**config.mk**
```make
export PLATFORM = sky130hd
export DESIGN_NAME = vadd_engine
export DESIGN_NICKNAME = d
export VERILOG_FILES = /design/src/rtl/vadd_engine.sv
export SDC_FILE = /design/constraint.sdc
export NUM_CORES = 1
export LEC_CHECK = 0
export ABC_CLOCK_PERIOD_IN_PS = 3910
export CAP_MARGIN = 10
export CORE_ASPECT_RATIO = 1.5
export CORE_MARGIN = 2
export CORE_UTILIZATION = 50
export CTS_BUF_LIST = sky130_fd_sc_hd__clkbuf_2
export DETAILED_ROUTE_END_ITERATION = 6
export GPL_TIMING_DRIVEN = 0
export HOLD_SLACK_MARGIN = 0.02
export PLACE_DENSITY = 0.78
export RECOVER_POWER = 100
export SYNTH_ARGS = -nofsm -noshare
export SYNTH_HDL_FRONTEND = slang
export SYNTH_SLANG_ARGS = --single-unit
export TNS_END_PERCENT = 5
```
**constraint.sdc**
```tcl
create_clock -name clk -period 3.91 [get_ports clk]
set_input_delay 0.5865 -clock clk [delete_from_list [all_inputs] [get_ports clk]]
set_output_delay 0.5865 -clock clk [all_outputs]
set_load 0.1 [all_outputs]
```
**src/rtl/vadd_engine.sv**
```systemverilog
// vadd_engine: compute-side sequencer for the vector-add datapath.
// Reads A[i] and B[i] through BRAM Port B, writes C[i] = A[i] + B[i],
// then pulses done. Port B controls are decoded from the state register.
module vadd_engine #(
  parameter int unsigned ADDR_WIDTH = 13,
  parameter int unsigned DATA_WIDTH = 32,
  parameter int unsigned RD_LATENCY = 1
) (
  input  logic                  clk,
  input  logic                  rst,
  input  logic                  start,
  input  logic [ADDR_WIDTH-1:0] a_base,
  input  logic [ADDR_WIDTH-1:0] b_base,
  input  logic [ADDR_WIDTH-1:0] c_base,
  input  logic [31:0]           len,
  output logic                  busy,
  output logic                  done,
  output logic                  overflow,
  output logic [ADDR_WIDTH-1:0] comp_addr_b,
  output logic [DATA_WIDTH-1:0] comp_din_b,
  input  logic [DATA_WIDTH-1:0] comp_dout_b,
  output logic                  comp_en_b,
  output logic                  comp_we_b
);

  localparam int unsigned LEN_W = 32;
  localparam int unsigned CNT_W = (RD_LATENCY > 1) ? $clog2(RD_LATENCY) : 1;
  localparam logic [CNT_W-1:0] WAIT_LAST = CNT_W'(RD_LATENCY - 1);

  typedef enum logic [2:0] {
    S_IDLE,
    S_RD_A,
    S_WAIT_A,
    S_RD_B,
    S_WAIT_B,
    S_WR,
    S_DONE
  } state_t;

  state_t                state_q;
  state_t                state_d;

  logic [ADDR_WIDTH-1:0] a_base_q;
  logic [ADDR_WIDTH-1:0] b_base_q;
  logic [ADDR_WIDTH-1:0] c_base_q;
  logic [LEN_W-1:0]      len_q;
  logic [LEN_W-1:0]      idx_q;
  logic [CNT_W-1:0]      wait_q;
  logic [DATA_WIDTH-1:0] a_q;
  logic [DATA_WIDTH-1:0] b_q;
  logic                  overflow_q;

  logic [DATA_WIDTH-1:0] sum_c;
  logic                  ovf_c;
  logic                  last_elem_c;
  logic                  wait_last_c;
  logic [ADDR_WIDTH-1:0] idx_addr_c;

  logic                  en_c;
  logic                  we_c;
  logic [ADDR_WIDTH-1:0] addr_c;
  logic [DATA_WIDTH-1:0] din_c;

  // Element arithmetic: wrapping sum, signed overflow, loop and wait terminals
  assign sum_c       = a_q + b_q;
  assign ovf_c       = (a_q[DATA_WIDTH-1] == b_q[DATA_WIDTH-1]) &&
                       (sum_c[DATA_WIDTH-1] != a_q[DATA_WIDTH-1]);
  assign last_elem_c = (idx_q == (len_q - LEN_W'(1)));
  assign wait_last_c = (wait_q == WAIT_LAST);
  assign idx_addr_c  = ADDR_WIDTH'(idx_q);

  // State register
  always_ff @(posedge clk) begin
    if (rst) begin
      state_q <= S_IDLE;
    end else begin
      state_q <= state_d;
    end
  end

  // Next-state and raw Port B decode
  always_comb begin
    state_d = state_q;
    en_c    = 1'b0;
    we_c    = 1'b0;
    addr_c  = '0;
    din_c   = '0;
    case (state_q)
      S_IDLE: begin
        if (start) begin
          state_d = (len == '0) ? S_DONE : S_RD_A;
        end
      end
      S_RD_A: begin
        en_c    = 1'b1;
        addr_c  = a_base_q + idx_addr_c;
        state_d = S_WAIT_A;
      end
      S_WAIT_A: begin
        if (wait_last_c) begin
          state_d = S_RD_B;
        end
      end
      S_RD_B: begin
        en_c    = 1'b1;
        addr_c  = b_base_q + idx_addr_c;
        state_d = S_WAIT_B;
      end
      S_WAIT_B: begin
        if (wait_last_c) begin
          state_d = S_WR;
        end
      end
      S_WR: begin
        en_c    = 1'b1;
        we_c    = 1'b1;
        addr_c  = c_base_q + idx_addr_c;
        din_c   = sum_c;
        state_d = last_elem_c ? S_DONE : S_RD_A;
      end
      S_DONE: begin
        state_d = S_IDLE;
      end
      default: begin
        state_d = S_IDLE;
      end
    endcase
  end

  // Port B drive; a reset cycle blocks any access, including a pending write
  assign comp_en_b   = en_c & ~rst;
  assign comp_we_b   = we_c & ~rst;
  assign comp_addr_b = comp_en_b ? addr_c : '0;
  assign comp_din_b  = comp_en_b ? din_c  : '0;

  // Status decoded from the state register
  assign busy     = (state_q != S_IDLE);
  assign done     = (state_q == S_DONE);
  assign overflow = overflow_q;

  // Launch latching, index, read-wait counter, operand capture, overflow
  always_ff @(posedge clk) begin
    if (rst) begin
      a_base_q   <= '0;
      b_base_q   <= '0;
      c_base_q   <= '0;
      len_q      <= '0;
      idx_q      <= '0;
      wait_q     <= '0;
      a_q        <= '0;
      b_q        <= '0;
      overflow_q <= 1'b0;
    end else begin
      case (state_q)
        S_IDLE: begin
          if (start) begin
            a_base_q   <= a_base;
            b_base_q   <= b_base;
            c_base_q   <= c_base;
            len_q      <= len;
            idx_q      <= '0;
            wait_q     <= '0;
            overflow_q <= 1'b0;
          end
        end
        S_WAIT_A: begin
          if (wait_last_c) begin
            a_q    <= comp_dout_b;
            wait_q <= '0;
          end else begin
            wait_q <= wait_q + CNT_W'(1);
          end
        end
        S_WAIT_B: begin
          if (wait_last_c) begin
            b_q    <= comp_dout_b;
            wait_q <= '0;
          end else begin
            wait_q <= wait_q + CNT_W'(1);
          end
        end
        S_WR: begin
          if (ovf_c) begin
            overflow_q <= 1'b1;
          end
          idx_q <= idx_q + LEN_W'(1);
        end
        default: begin
        end
      endcase
    end
  end

endmodule
```
Word-level counts from Yosys, hierarchy flattened

Cells that the tools add are included.

Equality and inequality tests: 13
Reduce and logical (&&, ||, !) cells: 15
Mux-type cells: 19
Bitwise operators: 4
Add/subtract/negate cells: 7

Operator list:

| kind                                                                   | count |
|---|---|
| 32-bit two-way mux                                                     | 3 |
| 32-bit case mux with 2 select lines                                    | 1 |
| 13-bit adder                                                           | 3 |
| 13-bit case mux with 3 select lines                                    | 1 |
| 32-bit by 1-bit adder with 32-bit output (second input constant)       | 1 |
| 32-bit adder                                                           | 1 |
| 32-bit equality test                                                   | 1 |
| 32-bit logical NOT                                                     | 1 |
| 32-bit by 1-bit subtractor with 32-bit output (second input constant)  | 1 |
| 3-bit case mux with 6 select lines                                     | 1 |
| 3-bit two-way mux                                                      | 5 |
| 13-bit two-way mux                                                     | 1 |
| 2-bit AND reduction                                                    | 5 |
| 3-bit equality test (second input constant)                            | 3 |
| 2-bit != test (second input constant)                                  | 4 |
| 3-bit by 2-bit equality test with 1-bit output (second input constant) | 2 |
| 3-bit AND reduction                                                    | 2 |
| 1-bit two-way mux                                                      | 5 |
| 1-bit case mux with 2 select lines                                     | 2 |
| 2-bit nonzero test                                                     | 2 |
| 3-bit by 1-bit equality test with 1-bit output (second input constant) | 1 |
| 3-bit logical NOT                                                      | 1 |
| 3-bit nonzero test                                                     | 1 |
| 3-bit OR reduction                                                     | 1 |
| other kinds (7)                                                        | 9 |

Logic and storage cells: 68
Register bits: 172

Logic depth before layout (Yosys ltp)

Depth after elaboration: 5
Depth in mapped cells: 18
Mapped depth without buffers: 16

Worst setup path after synthesis

Ideal clock, no wire load.

Kind: flip-flop to output port
From: register state_q[0]
To: output comp_addr_b[12]
Setup slack: -2145 ps
Path buffers: 2
Stages on the path, launching flop included: 18
Required time: 3323 ps
Arrival: 5468 ps
Cells stage by stage: dfxtp_1 -> clkbuf_1 -> inv_1 -> nor3_1 -> clkbuf_1 -> a22oi_1 -> nand2_1 -> ha_1 -> inv_1 -> fa_1 -> nor2b_1 -> o21ai_0 -> a21boi_0 -> o21ai_0 -> a211oi_1 -> o211ai_1 -> nand3_1 -> nor3b_1

Word-level cells in the longest chain between the ends: 5
Elaborated cells between the ends (all ways): 8
Classes of those cells: eq/ne: 3; mux: 3; bitwise: 1; reduce/logical: 1

Ends and longest elaborated chain:

| element                                     | RTL line | source |
|---|---|---|
| start, declared                             | 40       | `state_t state_q;` |
| start signal, assigned                      | 77       | `state_q <= state_d;` |
| 3-bit equality test (tied with other cells) | 88       | `case (state_q)` |
| 3-bit OR reduction (no source line)         | -        |  |
| 1-bit two-way mux                           | 88       |  |
| 1-bit AND                                   | 131      | `assign comp_en_b = en_c & ~rst;` |
| 13-bit two-way mux *                        | 133      | `assign comp_addr_b = comp_en_b ? addr_c : '0;` |
| end, declared                               | 19       | `output logic [ADDR_WIDTH-1:0] comp_addr_b,` |

Every way passes the cells marked *; elsewhere a longest branch is shown, timed or not.

Worst setup path after layout

From: register state_q[2]
To: output comp_addr_b[11]

The elaborated chain is that of the path after synthesis.

==> metrics.txt <==
status complete, but fails checks; failing checks negative setup slack; initial antenna violation count 1; setup ws final -0.782 ns; Buf+Inv Stages, Crit Path 3; fin crit share 120%; root buffer cell clkbuf_2; RR Endpoint state_q[1]; CP Capture Type primary output; Pre-antenna DRT Iters 5; share of cells above drive strength 1 12.8%; TritonCTS clock tree done; CTS Buf Count 17; Die H 181 um; fin util 64.6%; Placed Cells 1856; Rows 64; critical-path cell list clkinvlp_4 -> nor3_4 -> buf_6 -> nor2_4 -> and2_4 -> a221o_1 -> ha_1 -> a21o_1 -> a21oi_2 -> o21ai_2 -> a2111o_1 -> a41oi_2 -> o21ai_2 -> xnor2_2 -> nor2_4 -> buf_12; vias in the first global route 10500; register area 3440 um^2; most common cell in the netlist nand2_1; Die Area 22000 um^2; Seq cells post-synth 171; synthesized cell area 10400 um^2; # clock sinks 171; Synth cell types 72; CORE AREA 20400 um^2; hold path start b_base[12]; routability cong. 0.983; WHS Path Cells 3; Final #Nets 1786; CTS HTree Levels 4; YS warnings 0; Max Buffers Root-to-Sink 2; port buffer count 154; Final ANT Viol Nets 0; hold worst-path end b_base_q[12]; Yosys top cell by area dfxtp_1; Hold WC Path Type in2reg; Tot Pwr 3.75 mW; Worst Skew 0.0462 ns; Final min period 4.69 ns; RSZ-0062 raised after global routing true; MaxCap Viol Count 0; Final Hold Viols 0; CTS clk-pin slew, worst paths 0.30 ns; Worst Setup SP state_q[2]; DRT Wirelength 32.2 mm; DRC 0; via count 11000; FF-to-FF setup slack 0.29 ns; crit path max fanout 4; peak supply drop 0.201 mV; total track usage 29.3%; pin count of the biggest net entering global routing 18; fillcell total 1827; Crit-path slowest cell dfxtp_4; die extent in x 122 um; Post-synth EDFFs 0; Worst EP arrival 4.11 ns; Final Slew Violations 0; syn avg cell area 7.23 um^2; Register-to-Register Path Depth 10; first-pass GRT wire length 51.9 mm; area grow syn2layout 27.0%; Initial Util 50.9%; Worst-Skew Late Latency 0.78 ns; DR WL/cell 16.8 um; GRT overflow 0; worst slew pin tran 1.04 ns; critical path class reg2out; r2r startpoint len_q[0]; Main synth FF type dfxtp_1; dominant cells by area after synthesis dfxtp_1 33%, nand2_1 13%, a21oi_1 9.6%; vias per inst 5.76; Synth Net Count 1591; Post-synth top cells 349 x nand2_1, 200 x a21oi_1, 171 x dfxtp_1; Synth async-reset ratio 0%; register area share after synthesis 32.9%; io pins 156; DRT iter0 DRCs 741; Post-Layout Cell Count 1911; final setup fails 20; Startpoint Class flop; Multi-input gate area 6810 um^2; post-synth top area share 32.9%; slew margin rel. 30.6%; post-detail-place hpwl 24.1 mm; CP top delay family compound AO/OA/AOI/OAI gates; Worst Path Required 3.32 ns; Critical Path Max Stage Delay 0.43 ns; Leakage 4.88 nW; Power Dens Cells 284 nW/um^2; Synth Instances 1438; Fmax achieved 0.213 GHz; cts hold-fix bufs 0
==> power by group <==
part / leakage [nW] / total (mW) / internal (mW) / switching, mW
registers: 1.40 / 1.89 / 1.83 / 0.0627
clock network: 0.147 / 0.967 / 0.258 / 0.710
logic: 3.34 / 0.893 / 0.362 / 0.531
total: 4.88 / 3.75 / 2.44 / 1.30
==> logic make-up (layout without fill, tap and decap cells) <==
logic type      Yosys count  in the layout  synth area share (%)
compound gates          347            347                  19.8
xor+xnor                 63             63                  5.31
fa+ha+maj                47             47                  5.80
buf+inv                 122            330                  4.54
flops                   171            171                  32.9
mux                      10             10                  1.02
other cells               0              1                     0
simple gates            678            678                  30.6
==> layer usage <==
metal | track usage, % | wire, um
met5 | 0 | 0
met4 | 14.8 | 1450
met3 | 3.61 | 1410
met2 | 52.5 | 16800
met1 | 33.7 | 12600
==> worst max-delay path by stage <==
| stage | endpoint | cells after the start | slack (ns) |
|---|---|---|---|
| final | comp_addr_b[11] | 16 | -0.78 |
| after detailed placement | comp_addr_b[12] | 16 | -1.92 |
| after floorplan | comp_addr_b[12] | 17 | -0.59 |
| after global placement | comp_addr_b[12] | 16 | -1.85 |
| after CTS | comp_addr_b[11] | 16 | -0.75 |
| after global routing | comp_addr_b[12] | 16 | -0.96 |
==> cell type report <==
type | count | area share [%]
diodes | 1 | 0.0190
plain buffers | 87 | 3.09
clock buffers | 17 | 0.645
clock inverters | 15 | 1.20
inverters | 34 | 1.02
multi-input cells | 1145 | 51.7
flip-flops and latches | 171 | 26.1
well taps | 264 | 2.50
repair buffers | 177 | 13.8
==> cells in the final DEF (no fill, tap or decap), types with 27 or more instances in the layout <==
cell	instances
a21oi_1	193
buf_4	29
clkbuf_1	67
clkdlybuf4s50_1	104
dfxtp_1	161
ha_1	41
inv_1	32
nand2_1	348
nand3_1	43
nor2_1	91
o21ai_0	27
xnor2_1	33
xor2_1	27
==> registers in the layout, indices dropped and copies added, names as in the netlist <==
signal and cells:
overflow 1, a_base_q 13, a_q 32, len_q 32
b_q 32, idx_q 32, state_q 3, c_base_q 13
b_base_q 13
==> what timing repair did <==
item | 4_1_cts | 5_1_grt
setup endpoints to repair | 47 | 44
hold endpoints to repair | 0 | 0
resized for setup | 383 | 60
pin swaps | 28 | 12
buffers inserted | 21 | 2
==> stage by stage <==
| stage | hold slack (ns) | setup TNS [ns] | worst slack (ns) | instance area (um^2) |
|---|---|---|---|---|
| floorplan | 0.432 | -5.63 | -0.586 | 10500 |
| global placement | 0.443 | -30.41 | -1.85 | 12300 |
| detailed placement | 0.448 | -31.89 | -1.92 | 12300 |
| CTS | 0.272 | -10.14 | -0.747 | 13100 |
| global route | 0.296 | -11.59 | -0.964 | 13200 |
| finish | 0.319 | -7.49 | -0.782 | 13200 |
==> worst register-to-register path: cells and delay by family, from the launching register on <==
family / cells / cell delay, ns
AO/OA/AOI/OAI: 2 / 0.46
XOR/XNOR: 1 / 0.26
AND/OR/NAND/NOR: 4 / 1.69
buffers and inverters: 2 / 0.53
adder cells (fa/ha/maj): 1 / 0.18
flip-flops: 1 / 0.44
(Power assumes the default switching activity.)
